`src/rtl/game_pkg.sv`:
```
// Shared types and constants for the game-flow controller.
// Holds FSM state encodings, direction codes and PS/2 scancodes.
package game_pkg;

  typedef enum logic [1:0] {
    ST_COVER = 2'd0,
    ST_GAME  = 2'd1,
    ST_PAUSE = 2'd2,
    ST_OVER  = 2'd3
  } state_e;

  localparam logic [1:0] DIR_L    = 2'b10;
  localparam logic [1:0] DIR_R    = 2'b01;
  localparam logic [1:0] DIR_NONE = 2'b00;

  localparam logic [8:0] KC_ENTER    = 9'h05A;
  localparam logic [8:0] KC_KP_ENTER = 9'h15A;
  localparam logic [8:0] KC_PAUSE    = 9'h04D;
  localparam logic [8:0] KC_ESC      = 9'h076;
  localparam logic [8:0] KC_P0_L     = 9'h01C;
  localparam logic [8:0] KC_P0_R     = 9'h023;
  localparam logic [8:0] KC_P1_L     = 9'h16B;
  localparam logic [8:0] KC_P1_R     = 9'h174;

  // True on a press event of the given scancode.
  function automatic logic key_press(
    input logic       vld,
    input logic       make,
    input logic [8:0] code,
    input logic [8:0] ref_code
  );
    return vld & make & (code == ref_code);
  endfunction

endpackage

```
`src/rtl/key_hold_dir.sv`:
```
// Per-player held-key tracker for one left/right key pair.
// Emits the direction the tracker will hold after this cycle.
module key_hold_dir
  import game_pkg::*;
#(
  parameter logic [8:0] L_CODE = KC_P0_L,
  parameter logic [8:0] R_CODE = KC_P0_R
) (
  input  logic       clk,
  input  logic       rst,
  input  logic       key_valid,
  input  logic [8:0] key_code,
  input  logic       key_make,
  output logic [1:0] dir_nxt
);

  logic held_l_q, held_l_d;
  logic held_r_q, held_r_d;
  logic last_r_q, last_r_d;

  // Update held flags on make/break; remember the latest press.
  always_comb begin
    held_l_d = held_l_q;
    held_r_d = held_r_q;
    last_r_d = last_r_q;
    if (key_valid && key_code == L_CODE) begin
      held_l_d = key_make;
      if (key_make) last_r_d = 1'b0;
    end
    if (key_valid && key_code == R_CODE) begin
      held_r_d = key_make;
      if (key_make) last_r_d = 1'b1;
    end
  end

  // Resolve direction; with both held the latest press wins.
  always_comb begin
    dir_nxt = DIR_NONE;
    unique case ({held_l_d, held_r_d})
      2'b10:   dir_nxt = DIR_L;
      2'b01:   dir_nxt = DIR_R;
      2'b11:   dir_nxt = last_r_d ? DIR_R : DIR_L;
      default: dir_nxt = DIR_NONE;
    endcase
  end

  // Held-state registers.
  always_ff @(posedge clk) begin
    if (!rst) begin
      held_l_q <= 1'b0;
      held_r_q <= 1'b0;
      last_r_q <= 1'b0;
    end else begin
      held_l_q <= held_l_d;
      held_r_q <= held_r_d;
      last_r_q <= last_r_d;
    end
  end

endmodule

```
`src/rtl/game_ctrl.sv`:
```
// Game-flow controller: COVER/GAME/PAUSE/OVER FSM with timed OVER
// screen, alive mask and gated per-player direction outputs.
module game_ctrl
  import game_pkg::*;
#(
  parameter int NUM_PLAYERS = 2,
  parameter int OVER_TICKS  = 50_000_000,
  parameter int TMR_W       = 26
) (
  input  logic                     clk,
  input  logic                     rst,
  input  logic                     key_valid,
  input  logic [8:0]               key_code,
  input  logic                     key_make,
  input  logic [NUM_PLAYERS-1:0]   die,
  output logic [1:0]               game_state,
  output logic                     game_rst,
  output logic                     run_en,
  output logic [2*NUM_PLAYERS-1:0] dir,
  output logic [NUM_PLAYERS-1:0]   alive
);

  localparam logic [TMR_W-1:0] TMR_LAST = TMR_W'(OVER_TICKS - 1);
  localparam logic [NUM_PLAYERS-1:0] ALL_ALIVE = '1;

  state_e                   state_q, state_d;
  logic [TMR_W-1:0]         tmr_q, tmr_d;
  logic [NUM_PLAYERS-1:0]   alive_q, alive_d;
  logic                     grst_q, grst_d;
  logic                     run_q, run_d;
  logic [2*NUM_PLAYERS-1:0] dir_q, dir_d;
  logic [2*NUM_PLAYERS-1:0] raw_dir;
  logic                     mk_enter, mk_pause, mk_esc;

  for (genvar g = 0; g < NUM_PLAYERS; g++) begin : g_ply
    localparam logic [8:0] LC = (g == 0) ? KC_P0_L : KC_P1_L;
    localparam logic [8:0] RC = (g == 0) ? KC_P0_R : KC_P1_R;
    key_hold_dir #(
      .L_CODE(LC),
      .R_CODE(RC)
    ) u_khd (
      .clk      (clk),
      .rst      (rst),
      .key_valid(key_valid),
      .key_code (key_code),
      .key_make (key_make),
      .dir_nxt  (raw_dir[2*g +: 2])
    );
  end

  assign mk_enter =
    key_press(key_valid, key_make, key_code, KC_ENTER) |
    key_press(key_valid, key_make, key_code, KC_KP_ENTER);
  assign mk_pause =
    key_press(key_valid, key_make, key_code, KC_PAUSE);
  assign mk_esc =
    key_press(key_valid, key_make, key_code, KC_ESC);

  // Next state, alive mask, OVER timer and start pulse.
  always_comb begin
    state_d = state_q;
    tmr_d   = tmr_q;
    alive_d = alive_q;
    grst_d  = 1'b0;
    unique case (state_q)
      ST_COVER: begin
        if (mk_enter) begin
          state_d = ST_GAME;
          grst_d  = 1'b1;
          alive_d = ALL_ALIVE;
        end
      end
      ST_GAME: begin
        alive_d = alive_q & ~die;
        if (alive_d == '0) begin
          state_d = ST_OVER;
          tmr_d   = '0;
        end else if (mk_pause) begin
          state_d = ST_PAUSE;
        end
      end
      ST_PAUSE: begin
        if (mk_pause)    state_d = ST_GAME;
        else if (mk_esc) state_d = ST_COVER;
      end
      ST_OVER: begin
        if (tmr_q == TMR_LAST) begin
          state_d = ST_COVER;
          tmr_d   = '0;
        end else begin
          tmr_d = tmr_q + TMR_W'(1);
        end
      end
      default: state_d = ST_COVER;
    endcase
  end

  // Gate directions: only live players in GAME may move.
  always_comb begin
    dir_d = '0;
    run_d = (state_d == ST_GAME);
    if (run_d) begin
      for (int i = 0; i < NUM_PLAYERS; i++) begin
        if (alive_d[i]) dir_d[2*i +: 2] = raw_dir[2*i +: 2];
      end
    end
  end

  // Controller registers.
  always_ff @(posedge clk) begin
    if (!rst) begin
      state_q <= ST_COVER;
      tmr_q   <= '0;
      alive_q <= ALL_ALIVE;
      grst_q  <= 1'b0;
      run_q   <= 1'b0;
      dir_q   <= '0;
    end else begin
      state_q <= state_d;
      tmr_q   <= tmr_d;
      alive_q <= alive_d;
      grst_q  <= grst_d;
      run_q   <= run_d;
      dir_q   <= dir_d;
    end
  end

  assign game_state = state_q;
  assign game_rst   = grst_q;
  assign run_en     = run_q;
  assign dir        = dir_q;
  assign alive      = alive_q;

endmodule
```
`config.mk`:
```
export PLATFORM = sky130hd
export DESIGN_NAME = game_ctrl
export DESIGN_NICKNAME = d
export VERILOG_FILES = /design/src/rtl/game_pkg.sv /design/src/rtl/key_hold_dir.sv /design/src/rtl/game_ctrl.sv
export SDC_FILE = /design/constraint.sdc
export NUM_CORES = 1
export LEC_CHECK = 0
export ABC_AREA = 1
export CAP_MARGIN = 20
export CORE_ASPECT_RATIO = 0.8
export CORE_MARGIN = 4
export CORE_UTILIZATION = 55
export DETAILED_ROUTE_END_ITERATION = 10
export PLACE_DENSITY = 0.82
export SKIP_CTS_REPAIR_TIMING = 1
export SYNTH_ARGS = -nofsm -noshare
export SYNTH_HDL_FRONTEND = slang
export SYNTH_HIERARCHICAL = 1
export SYNTH_SLANG_ARGS = --single-unit
```
`constraint.sdc`:
```
create_clock -name clk -period 3.8 [get_ports clk]
set_input_delay 0.38 -clock clk [delete_from_list [all_inputs] [get_ports clk]]
set_output_delay 0.38 -clock clk [all_outputs]
set_load 0.005 [all_outputs]
```
-- Yosys cells after proc, flatten, opt, wreduce, memory -nomap -nowiden
Cells that the tools add are included.
- bits in registers: 42
- input port bits: 15
- output and inout bits: 10
- word-level logic and storage cells: 82
- $add $sub $neg: 1
- equal/unequal tests: 20
- muxes and demuxes: 29
- bitwise operators: 8
- reductions and logical operators: 11
- operators by type and width (operator ; number):
    $mux 26 ; 2
    $pmux 26 s2 ; 1
    $eq 9x7->1 const B ; 3
    $eq 9x9->1 const B ; 3
    $add 26x1->26 const B ; 1
    $eq 26x26->1 const B ; 1
    $mux 2 ; 9
    $mux 1 ; 13
    $eq 2x2->1 const B ; 6
    $pmux 2 s3 ; 2
    $eq 9x5->1 const B ; 1
    $eq 9x6->1 const B ; 1
    $eq 2x1->1 const B ; 4
    $pmux 2 s4 ; 1
    $reduce_and 3->1 ; 2
    $and 1x1->1 ; 5
    $logic_and 1x1->1 ; 4
    $logic_not 2->1 ; 2
    $pmux 2 s2 ; 1
    $reduce_and 2->1 ; 2
    $and 2x2->2 ; 1
    $ne 2x2->1 const B ; 1
    $not 2->2 ; 1
    $reduce_bool 2->1 ; 1
    $or 1x1->1 ; 1

-- Longest topological paths before layout
- depth after elaboration: 7
- mapped depth: 11
- depth with buffers taken out: 11

-- Hierarchy
Netlist, hierarchy kept.
- modules (own cells, without submodules) (module ; times used ; cells each ; area each (um^2) ; seq. area each (um^2)):
    game_ctrl ; 1 ; 351 ; 2234.6 ; 720.7
    key_hold_dir (g_ply[0].u_khd) ; 1 ; 43 ; 264.0 ; 60.1
    key_hold_dir (g_ply[1].u_khd) ; 1 ; 41 ; 240.2 ; 60.1

-- Worst setup path before layout
Ideal clock, no wire load.
- path type: register to register
- start: register tmr_q[0]
- end: register tmr_q[14]
- setup time: 0.128 ns
- arrival: 1.330 ns
- required time: 3.672 ns
- setup slack: 2.343 ns
- cell stages (with the launch flop): 11
- path buffers: 0
- period minus slack after synthesis: 1.457 ns
- cells stage by stage: dfxtp_1 ha_1 nand2_1 nor2_4 nand2_2 nor2_2 nand2_1 nand2_4 nor2_1 a21oi_1 nor2_1
- longest elaborated chain between the ends: 3
- elaborated cells on any way between the ends: 4
- classes of those cells: add/sub (1); eq/ne (1); mux (2)
- ends and longest elaborated chain (item ; RTL line ; RTL):
    start: declaration ; game_ctrl.sv:27 ; logic [TMR_W-1:0] tmr_q, tmr_d;
    start signal: assignment ; game_ctrl.sv:120 ; tmr_q <= tmr_d;
    $add 26x1->26 or $eq 26x26->1 (tied branches) ; game_ctrl.sv:91, game_ctrl.sv:87 ;
    $mux 26 (*) ; game_ctrl.sv:87 ; if (tmr_q == TMR_LAST) begin
    $pmux 26 s2 (*) ; game_ctrl.sv:65 ; unique case (state_q)
Mark *: on every way between the ends. The rest lies on a longest branch, timed or not.
A chain may end at the register's enable or synchronous reset.

-- Final worst setup path
- start: input port key_code[4]
- end: register dir_q[3], in the netlist dir[3]
- longest elaborated chain between the ends: 7
- elaborated cells on any way between the ends: 33
- classes of those cells: eq/ne (10); mux (15); bitwise (5); reduce/logical (3)
- ends and longest elaborated chain (item ; RTL line ; RTL):
    start: declaration ; game_ctrl.sv:13 ; input logic [8:0] key_code,
    $eq 9x7->1, or another cell as far along ; game_pkg.sv:32 ; return vld & make & (code == ref_code);
    $and 1x1->1 or $logic_and 1x1->1 (tied branches) ; game_pkg.sv:32, key_hold_dir.sv:26 ;
    $mux 2, or another cell as far along ; game_ctrl.sv:84 ; else if (mk_esc) state_d = ST_COVER;
    $mux 2, or another cell as far along ; game_ctrl.sv:83 ; if (mk_pause) state_d = ST_GAME;
    $pmux 2 s4 or $mux 1 (tied branches) ; game_ctrl.sv:65, key_hold_dir.sv:30 ;
    $eq 2x1->1 or $mux 2 (tied branches) ; game_ctrl.sv:101, key_hold_dir.sv:42 ;
    $reduce_and 3->1 (no line) or $pmux 2 s3 (tied branches) ; -- ;
    end signal: assignment ; game_ctrl.sv:124 ; dir_q <= dir_d;
    end: declaration ; game_ctrl.sv:31 ; logic [2*NUM_PLAYERS-1:0] dir_q, dir_d;
Parallel ways exist; a longest one is shown, timed or not.

==> results.ini <==
[clocking]
tritoncts=built
insertion_delay_ps=310
cts.sinks=42
h-tree-depth=2
clk_path_buf_depth=2
cts-root-buf=clkbuf_8
path_clk_slew_ps=90
cts_made_buffers=5

[timing]
tns_ps=0
fmax_ghz=0.542
tightest_slew_ps=453
post-route-period-util=0.485
relSlewSlack=0.697
drv_slew=0
setup_viol=0
skew_ps=12.0
rsz0062_at_grt=no
hold_viol=0
min_period_ps=1840

[die]
placementRows=22
die_y_um=71.1
io_pins=25
die_area_mm2=0.00618
core_area_mm2=0.00471
die_w_um=86.9
start_util=0.582

[setup_path]
r2r-end=tmr_q[14]$_SDFFE_PN0P_
critPathTopFamily=simple AND/OR/NAND/NOR gates
end_kind=register
worst-endpoint-arrival_ps=2090
crit-reg2reg-launch=tmr_q[0]$_SDFFE_PN0P_
cpMaxStageDelayCell=clkdlybuf4s50_1
crit_buf_inv=1
critPathRequiredTime_ps=4050
rrSetupSlack_ps=2080
path_depth=7
worst-path-max-fanout=9
crit_chain=clkdlybuf4s50_1 > nand3_1 > nor2_1 > nand3_1 > o21ai_0 > nand3_2 > nor2_1
worstSetupPathType=in -> reg
worst_setup_path_start_kind=input pin
r2r_cells=10
max_stage_delay_ps=680

[detailed_routing]
wl_per_cell_um=13.0
drc=0
viasPerCell=5.22
drt_iter0_drc=274
drt-pass1-iter-count=5
ant_nets=0
via_count=2740
drt_wl_total_um=6850

[logic_synthesis]
synth-edff-count=0
avgSynthCellArea_um2=6.30
synth-simple-area-share=0.490
synth_commonest_cells=119 x nand2_1, 66 x nor2_1, 62 x inv_1
synth_area_mm2=0.00274
synth.area.mux_share=0
synth_top_area_cell=dfxtp_1
ys_ff_latch=42
syn-num-nets=451
netlist.area_leader.share=0.307
yosysSeqAreaShare=0.307
synth_compound_area_frac=0.0836
synthCells=435
ys_warn_count=6
synth_cell_types=36
synthXorXnorAreaFrac=0.0160
synthMostInstantiatedCell=nand2_1
synthFlopType=dfxtp_1
synth_top_family_by_area=simple AND/OR/NAND/NOR gates
async_reset_ff_frac=0
synth_fa_ha_area_frac=0.00457
synthTopCellsByArea=dfxtp_1 31%, nand2_1 16%, nor2_1 9.0%

[power_and_ir_drop]
netSwitchingPower_mw=0.209
netSwitchingFraction=0.253
pwr-share-seq=0.535
peakVddDrop_uv=155
p_int_mw=0.618
power_density_mw_per_mm2=263
p_leak_nw=1.25
total_power_mw=0.827
pwr-share-clk=0.385
comb_power_share=0.080

[placed_design]
placed_cell_area_mm2=0.00305
io_buffers=24
place_congestion=0.923
dp_hpwl_um=5350

[flow_run]
drv_cap=0

[global_routing]
grt_antenna_before_repair=0
overflow=0
grt_pass1_wl_um=11500
track_usage=0.230
grt_pass1_vias=2529
grt_max_degree=17

[cells_and_area]
insertedDiodeCount=0
design_area_mm2=0.00315
nNetsFinal=480
fillers=428
drive_above_1_share=0.123
syn2layout_area_growth_pct=14.9
fin_util=0.669

[worst_hold_path]
hold_end=tmr_q[24]$_SDFFE_PN0P_
min_path_cells=2
hp-start=tmr_q[24]$_SDFFE_PN0P_
hold_class=reg -> reg

[outcome]
status=completed

==> tightest hold or removal path, stage by stage (launching register included) <==
cell     delay, ps
dfxtp_1        330
nand2_1         60
a21oi_1         50
==> per-stage QoR <==
step           setup slack, ps  cells  hold slack [ps]
2_1_floorplan             2340    435              444
3_3_place_gp              1750    517              459
3_5_place_dp              1670    517              465
4_1_cts                   1980    525              478
5_1_grt                   1790    525              507
6_report                  1960    525              478
==> cell type report <==
class	instances	area [um^2]	share of cell area
Tap cell	60	75.1	0.0238
Inverter	69	259	0.0823
Sequential cell	42	841	0.267
Clock inverter	2	16.3	0.00517
Multi-Input combinational cell	321	1630	0.517
Clock buffer	6	82.6	0.0262
Timing Repair Buffer	25	248	0.0787
==> per-layer routing <==
metal	GRT usage	wire, um
met3	0.0396	445
met5	0	0
met2	0.346	2930
met1	0.339	3400
met4	0.0536	70
==> cells in the final DEF, fill, tap and decap left out, types with 8 or more instances in the layout <==
| cell | n |
|---|---|
| clkdlybuf4s50_1 | 24 |
| nand3_1 | 31 |
| a21oi_1 | 24 |
| nor2_1 | 66 |
| nor3_1 | 8 |
| nand3_2 | 8 |
| inv_1 | 62 |
| nand2_1 | 119 |
| dfxtp_1 | 42 |
==> cells by family after synthesis <==
group | Yosys count
buffers and inverters | 72
AND/OR/NAND/NOR | 274
XOR/XNOR | 5
flip-flops | 42
adder cells (fa/ha/maj) | 1
AO/OA/AOI/OAI | 41
==> flip-flops by register name, summed over array words and instances, names as in the netlist <==
| register | cells |
|---|---|
| tmr_q | 26 |
| dir | 4 |
| alive | 2 |
| g_ply.u_khd/held_l_q | 2 |
| g_ply.u_khd/held_r_q | 2 |
| g_ply.u_khd/last_r_q | 2 |
| game_state | 2 |
| game_rst | 1 |
| run_en | 1 |
==> worst max-delay path by stage <==
stage	start	endpoint
floorplan	tmr_q[0]$_SDFFE_PN0P_	tmr_q[14]$_SDFFE_PN0P_
global placement	key_code[4]	dir[2]$_SDFF_PN0_
detailed placement	key_code[4]	dir[2]$_SDFF_PN0_
CTS	key_code[4]	dir[3]$_SDFF_PN0_
global route	key_code[4]	dir[3]$_SDFF_PN0_
finish	key_code[4]	dir[3]$_SDFF_PN0_
==> power groups by stage <==
stage | Sequential (mW) | Combinational [mW] | Clock [mW]
global placement | 0.453 | 0.0633 | 0
global route | 0.443 | 0.0724 | 0.337
floorplan | 0.453 | 0.0294 | 0
finish | 0.443 | 0.0661 | 0.318
CTS | 0.443 | 0.0658 | 0.320
detailed placement | 0.453 | 0.0655 | 0
Note: power is estimated with default switching activity, not from simulation.
